## src/rtl/fft_axi_stream_arb_if.sv

```systemverilog
// Stream bundle between NUM_REQ packet sources, the round-robin arbiter and the
// downstream FIFO stage. The master modport is the arbiter's view.
interface fft_axi_stream_arb_if #(
    parameter int unsigned NUM_REQ = 4,
    parameter int unsigned W       = 32,
    parameter int unsigned ID_W    = 2
);
    logic [NUM_REQ-1:0]   s_valid;
    logic [NUM_REQ*W-1:0] s_data;
    logic [NUM_REQ-1:0]   s_last;
    logic [NUM_REQ-1:0]   s_ready;
    logic                 m_valid;
    logic [W-1:0]         m_data;
    logic                 m_last;
    logic                 m_ready;
    logic [ID_W-1:0]      grant_id;
    logic                 busy;

    modport master (
        input  s_valid, s_data, s_last, m_ready,
        output s_ready, m_valid, m_data, m_last, grant_id, busy
    );

    modport slave (
        output s_valid, s_data, s_last, m_ready,
        input  s_ready, m_valid, m_data, m_last, grant_id, busy
    );
endinterface

```

## src/rtl/fft_axi_stream_arb.sv

```systemverilog
// Round-robin packet arbiter: grants one requester for a whole packet (or until
// the optional beat limit) and passes its beats straight through to the FIFO stage.
module fft_axi_stream_arb #(
    parameter int unsigned NUM_REQ   = 4,
    parameter int unsigned W         = 32,
    parameter int unsigned ID_W      = 2,
    parameter int unsigned MAX_BEATS = 0
) (
    input  logic                 clk,
    input  logic                 rst,
    fft_axi_stream_arb_if.master bus_io
);
    localparam int unsigned      CNT_W    = 16;
    localparam logic [CNT_W-1:0] LIMIT_M1 = (MAX_BEATS == 0) ? '0 : CNT_W'(MAX_BEATS - 1);
    localparam logic [ID_W-1:0]  LAST_ID  = ID_W'(NUM_REQ - 1);

    typedef enum logic {
        IDLE = 1'b0,
        LOCK = 1'b1
    } state_e;

    state_e           state_q, state_d;
    logic [ID_W-1:0]  grant_id_q, grant_id_d;
    logic [ID_W-1:0]  rr_ptr_q, rr_ptr_d;
    logic [CNT_W-1:0] beat_cnt_q, beat_cnt_d;

    logic             req_found;
    logic [ID_W-1:0]  req_sel;
    logic             g_valid;
    logic             g_last;
    logic [W-1:0]     g_data;
    logic             force_last;
    logic             pkt_end;
    logic             beat_acc;

    // First valid requester at or after rr_ptr, wrapping modulo NUM_REQ.
    always_comb begin
        int unsigned     idx;
        logic [ID_W-1:0] cand;
        req_found = 1'b0;
        req_sel   = rr_ptr_q;
        idx       = 0;
        cand      = '0;
        for (int unsigned i = 0; i < NUM_REQ; i++) begin
            idx = 32'(rr_ptr_q) + i;
            if (idx >= NUM_REQ) begin
                idx = idx - NUM_REQ;
            end
            cand = ID_W'(idx);
            if (!req_found && bus_io.s_valid[cand]) begin
                req_found = 1'b1;
                req_sel   = cand;
            end
        end
    end

    assign g_valid    = bus_io.s_valid[grant_id_q];
    assign g_last     = bus_io.s_last[grant_id_q];
    assign g_data     = bus_io.s_data[32'(grant_id_q) * W +: W];
    assign force_last = (MAX_BEATS != 0) && (beat_cnt_q == LIMIT_M1);
    assign pkt_end    = g_last | force_last;

    // Next state and the pass-through datapath of the granted requester.
    always_comb begin
        state_d        = state_q;
        grant_id_d     = grant_id_q;
        rr_ptr_d       = rr_ptr_q;
        beat_cnt_d     = beat_cnt_q;
        beat_acc       = 1'b0;
        bus_io.m_valid = 1'b0;
        bus_io.m_data  = '0;
        bus_io.m_last  = 1'b0;
        bus_io.s_ready = '0;

        case (state_q)
            IDLE: begin
                if (req_found) begin
                    grant_id_d = req_sel;
                    beat_cnt_d = '0;
                    state_d    = LOCK;
                end
            end
            LOCK: begin
                bus_io.m_valid             = g_valid;
                bus_io.m_data              = g_data;
                bus_io.m_last              = pkt_end;
                bus_io.s_ready[grant_id_q] = bus_io.m_ready;
                beat_acc                   = g_valid & bus_io.m_ready;
                if (beat_acc) begin
                    if (beat_cnt_q != '1) begin
                        beat_cnt_d = beat_cnt_q + CNT_W'(1);
                    end
                    if (pkt_end) begin
                        state_d  = IDLE;
                        rr_ptr_d = (grant_id_q == LAST_ID) ? '0 : grant_id_q + ID_W'(1);
                    end
                end
            end
            default: state_d = IDLE;
        endcase
    end

    always_ff @(posedge clk or posedge rst) begin
        if (rst) begin
            state_q    <= IDLE;
            grant_id_q <= '0;
            rr_ptr_q   <= '0;
            beat_cnt_q <= '0;
        end else begin
            state_q    <= state_d;
            grant_id_q <= grant_id_d;
            rr_ptr_q   <= rr_ptr_d;
            beat_cnt_q <= beat_cnt_d;
        end
    end

    assign bus_io.grant_id = grant_id_q;
    assign bus_io.busy     = (state_q == LOCK);
endmodule

```

## src/flat_wrapper.sv

```systemverilog
// flat-port wrapper written by rule: the top's interface ports become plain ports
module fft_axi_stream_arb_flat 
#(
    parameter int unsigned NUM_REQ   = 4,
    parameter int unsigned W         = 32,
    parameter int unsigned ID_W      = 2,
    parameter int unsigned MAX_BEATS = 0
)
  (clk, rst, bus_io_s_valid, bus_io_s_data, bus_io_s_last, bus_io_m_ready, bus_io_s_ready, bus_io_m_valid, bus_io_m_data, bus_io_m_last, bus_io_grant_id, bus_io_busy);
  fft_axi_stream_arb_if #(.NUM_REQ(NUM_REQ), .W(W), .ID_W(ID_W)) bus_io_i ();
  input  logic clk;
  input  logic rst;
  input wire logic [$bits(bus_io_i.s_valid)-1:0] bus_io_s_valid;
  input wire logic [$bits(bus_io_i.s_data)-1:0] bus_io_s_data;
  input wire logic [$bits(bus_io_i.s_last)-1:0] bus_io_s_last;
  input wire logic [$bits(bus_io_i.m_ready)-1:0] bus_io_m_ready;
  output wire logic [$bits(bus_io_i.s_ready)-1:0] bus_io_s_ready;
  output wire logic [$bits(bus_io_i.m_valid)-1:0] bus_io_m_valid;
  output wire logic [$bits(bus_io_i.m_data)-1:0] bus_io_m_data;
  output wire logic [$bits(bus_io_i.m_last)-1:0] bus_io_m_last;
  output wire logic [$bits(bus_io_i.grant_id)-1:0] bus_io_grant_id;
  output wire logic [$bits(bus_io_i.busy)-1:0] bus_io_busy;
  assign bus_io_i.s_valid = bus_io_s_valid;
  assign bus_io_i.s_data = bus_io_s_data;
  assign bus_io_i.s_last = bus_io_s_last;
  assign bus_io_i.m_ready = bus_io_m_ready;
  assign bus_io_s_ready = bus_io_i.s_ready;
  assign bus_io_m_valid = bus_io_i.m_valid;
  assign bus_io_m_data = bus_io_i.m_data;
  assign bus_io_m_last = bus_io_i.m_last;
  assign bus_io_grant_id = bus_io_i.grant_id;
  assign bus_io_busy = bus_io_i.busy;
  fft_axi_stream_arb #(.NUM_REQ(NUM_REQ), .W(W), .ID_W(ID_W), .MAX_BEATS(MAX_BEATS)) u_core (.clk(clk), .rst(rst), .bus_io(bus_io_i));
endmodule
```

## config.mk

```make
export PLATFORM = sky130hd
export DESIGN_NAME = fft_axi_stream_arb_flat
export DESIGN_NICKNAME = d
export VERILOG_FILES = /design/src/rtl/fft_axi_stream_arb_if.sv /design/src/rtl/fft_axi_stream_arb.sv /design/src/flat_wrapper.sv
export SDC_FILE = /design/constraint.sdc
export NUM_CORES = 1
export LEC_CHECK = 0
export ABC_AREA = 1
export CAP_MARGIN = 20
export CORE_ASPECT_RATIO = 1.1
export CORE_MARGIN = 2
export CORE_UTILIZATION = 32
export CTS_CLUSTER_SIZE = 14
export DETAILED_ROUTE_END_ITERATION = 16
export PLACE_DENSITY = 0.91
export REMOVE_ABC_BUFFERS = 1
export SLEW_MARGIN = 20
export SYNTH_ARGS = -nofsm -noshare
export SYNTH_HDL_FRONTEND = slang
export SYNTH_SLANG_ARGS = --single-unit
```

## constraint.sdc

```tcl
create_clock -name clk -period 3.2 [get_ports clk]
set_input_delay 0.96 -clock clk [delete_from_list [all_inputs] [get_ports clk]]
set_output_delay 0.96 -clock clk [all_outputs]
set_load 0.01 [all_outputs]
```

==> summary.md <==
After detailed routing, the average wire length per cell comes to 13.3 um. For the area of the die, the log shows 6100 um^2. The total clock buffers created by CTS came out at 3. For this run, the leading register cell type out of synthesis is sky130_fd_sc_hd__dfrtp_1. Compared with the post-synthesis result, the final layout area differs by 109%. Once layout is complete, the cells apart from fillers number 622. The largest individual stage delay along the critical path comes from the cell sky130_fd_sc_hd__clkdlybuf4s50_1. Setup repair after global routing left no endpoint under its margin. The async set-reset flop share out of synthesis came out at 1.00.

The tools report the gate count of the mapped netlist as 377. STA classifies the critical path startpoint as an input port. The run gives 0 as the number of max-slew violations in the final report.

In this run the deepest clock path goes through 2 buffers. The run gives 0 as the total count of hold-check failures in the final report. The tools report the internal power as 1.15 mW. IR analysis of the VDD net gives a maximum drop of 361 uV.

The cell type contributing the most total cell area after synthesis is sky130_fd_sc_hd__nor2_1. The tools report the number of placed cells counting well taps as 617. The tools report the number of unique standard cell types used by synthesis as 22. In this run the remaining antenna-violating nets after routing total 0. sky130_fd_sc_hd__nor2_1 is the most common cell in the netlist.

The die height came out at 81.7 um. The switching power as a share of total power was 0.540. 0 antenna diodes ended up in the layout.

The count of hold-fix buffers inserted at cts came out at 0. The worst setup path is captured at an output port. Sorting the synthesized cells by area gives the leading types as sky130_fd_sc_hd__nor2_1 30%, sky130_fd_sc_hd__nand2_1 13%, sky130_fd_sc_hd__o21ai_1 12%, sky130_fd_sc_hd__a21oi_1 9.4%, sky130_fd_sc_hd__o21ai_0 7.7%.

The share of power burned in combinational logic is 0.893, and the routed via count divided by cell count is 4.98. Count of standard-cell rows: 28. The clock period could shrink to 3.11 ns.

Data on the critical path is required at its endpoint by 2.24 ns. The floorplan step set the die width to 74.7 um. Maximum level of the CTS H-tree: 1. TritonCTS built the clock tree. The run gives 0.0712 as the portion of the post-synthesis area used by sequential elements. The via count of the first global-routing pass is 2948. The run gives 0.048 as the clock power share. The clock network latency to the later pin of the worst-skew pair was 0.22 ns; the slew at the pin with the worst max-slew slack was 0.419 ns. The post-route DRC violation count came out at 0. After the last flow step, the layout net total stands at 691. The final cycle utilization of the critical path is 0.972, and the initial DRC count is 160. The ratio of cells with drive above 1 in the final layout works out to 0.0530. The tool flagged a number of max-cap violations equal to 0. The number of search-and-repair iterations in the first detailed-routing pass came out at 4.

Data on the critical path arrives at its endpoint at 2.15 ns. The number of enable-type register cells in the synthesized netlist is 0, and the first-pass GRT wire length is 12800 um. For the overall routed net length, the log shows 8280 um.

Type of the setup path with the least slack: input port to output port. For this design, the sink count on the clock tree is 5. Power spread over the standard cell area amounts to 679 nW/um^2.

The clock-pin slew reported for the worst setup and hold paths after clock tree synthesis was 0.04 ns; the post-synth design cell area was 1760 um^2. The run finished with clean final reports. Entering global routing, the biggest net connects 74 pins. Setup violations remaining at the end of the flow were counted as 0. Sorting the synthesized cells by how often they occur yields 139 x sky130_fd_sc_hd__nor2_1, 60 x sky130_fd_sc_hd__nand2_1, 41 x sky130_fd_sc_hd__o21ai_1. The top cell type's share of synthesized area was 0.297; the highest attainable clock frequency was 0.322 GHz.

In this run, synthesis produced a sequential element count of 5. In this run the standard cell core region covers 5330 um^2. The number of buffers inserted by port buffering is 179. Summing all placed instances gives a cell area of 3640 um^2. The tools report the proportion of power drawn by flip-flops and latches as 0.059. The starting utilization of the core area was 0.330; the warning count from the yosys run was 0. In this run the clock root is driven by a sky130_fd_sc_hd__clkbuf_8. The initial antenna violation count is 0, and the mean cell area of the mapped netlist is 4.66 um^2.

The relative slew slack was 0.721. Type of the most critical hold path: flip-flop to flip-flop. 180 I/O pins were placed. Of all nets on the critical path, the largest fanout is 2. The remaining global-route overflow was 0; the leakage dissipation was 1.71 nW. Walking the worst path, the cells encountered are clkdlybuf4s50_1 > nand2_1 > a32oi_2 > inv_1 > nor2_1 > dlygate4sd2_1. The tightest hold path in the finished design has a slack of 0.628 ns. The routed layout has 3099 vias. The final RePlAce weighted congestion was 0.924; the detailed placer's ending HPWL was 6440 um. The aggregate global-route resource usage came out at 0.263.

The delay of the slowest cell on the worst path came out at 0.47 ns. After routing the design area is 3670 um^2. The clock arrives with 0.00373 ns of skew. In this run the power spent charging and discharging nets is 1.35 mW.
-- power by group through the flow --
stage | Combinational (mW) | Clock [mW] | Sequential (mW)
finish | 2.22 | 0.119 | 0.148
global route | 2.47 | 0.124 | 0.155
CTS | 2.23 | 0.119 | 0.147
detailed placement | 2.41 | 0 | 0.148
global placement | 2.36 | 0 | 0.148
floorplan | 1.15 | 0 | 0.248
-- final timing paths --
| check | to | cells past startpoint | start | slack, ns |
|---|---|---|---|---|
| worst max register to register | u_core.bus_io.grant_id[1] | 11 | u_core.rr_ptr_q[0] | 1.40 |
| max in group asynchronous | u_core.bus_io.grant_id[0] | 2 | rst | 2.06 |
| min in group asynchronous | u_core.rr_ptr_q[1] | 2 | rst | 0.94 |
| worst min-delay path | u_core.rr_ptr_q[1] | 2 | u_core.bus_io.busy | 0.63 |
| worst min register to register | u_core.rr_ptr_q[1] | 2 | u_core.bus_io.busy | 0.63 |
| worst max-delay path | bus_io_m_valid | 6 | bus_io_s_valid[0] | 0.09 |
-- registers in the layout, indices dropped and copies added, names as in the netlist --
signal,count
u_core.bus_io.grant_id,2
u_core.rr_ptr_q,2
u_core.bus_io.busy,1
-- per-layer routing --
| metal | global-route usage | vias up | wire, um |
|---|---|---|---|
| met4 | 0.0982 | 0 | 263 |
| met5 | 0 | - | 0 |
| li1 | - | 1553 | - |
| met3 | 0.0540 | 24 | 753 |
| met2 | 0.484 | 145 | 4120 |
| met1 | 0.293 | 1377 | 3140 |
-- logic make-up (layout without fill, tap and decap cells) --
family          count (synthesis)  after routing  synth area share
simple gates                  219            219             0.488
compound gates                103            103             0.298
buf+inv                        46            216             0.115
flops                           5              5            0.0712
fa+ha+maj                       4              4            0.0285
-- cells in the final DEF (no fill, tap or decap), types with 2 or more instances in the layout --
master and count:
sky130_fd_sc_hd__nand3_1 15, sky130_fd_sc_hd__dlymetal6s2s_1 4, sky130_fd_sc_hd__nor2_1 139, sky130_fd_sc_hd__clkbuf_8 3, sky130_fd_sc_hd__nand2_1 60, sky130_fd_sc_hd__o21ai_1 41, sky130_fd_sc_hd__a21oi_1 33, sky130_fd_sc_hd__dlygate4sd2_1 34
sky130_fd_sc_hd__nand2_2 2, sky130_fd_sc_hd__ha_1 4, sky130_fd_sc_hd__buf_4 13, sky130_fd_sc_hd__dfrtp_1 4, sky130_fd_sc_hd__buf_12 2, sky130_fd_sc_hd__inv_1 12, sky130_fd_sc_hd__inv_2 4, sky130_fd_sc_hd__clkdlybuf4s50_1 141
sky130_fd_sc_hd__o21ai_0 27
-- through the flow --
step	utilization	setup WS (ns)	setup TNS [ns]	power, mW
floorplan	-	-0.802	-25.34	1.40
global placement	0.684	-0.186	-2.66	2.51
detailed placement	0.684	-0.226	-3.51	2.56
CTS	0.686	0.0161	0	2.49
global route	0.689	0.0109	0	2.75
finish	0.689	0.0911	0	2.49
-- final cells by class --
cell class | count | area [um^2]
timing repair buffer | 194 | 1900
fill | 482 | 1660
multi-input combinational | 326 | 1440
sequential | 5 | 126
tap | 75 | 93.8
inverter | 18 | 68.8
clock buffer | 4 | 45.0
-- critical path, delay by kind of cell --
| family | cells | cell delay [ns] |
|---|---|---|
| AOI/OAI and AO/OA | 1 | 0.23 |
| buffers and inverters | 3 | 0.80 |
| and+or+nand+nor | 2 | 0.15 |
-- what timing repair did --
| action | 4_1_cts | 5_1_grt |
|---|---|---|
| pin swaps | 0 | 1 |
| resized for setup | 35 | 4 |
| buffers inserted | 0 | 1 |
| endpoints found under the setup margin | 34 | 5 |
(Power assumes the default switching activity.)
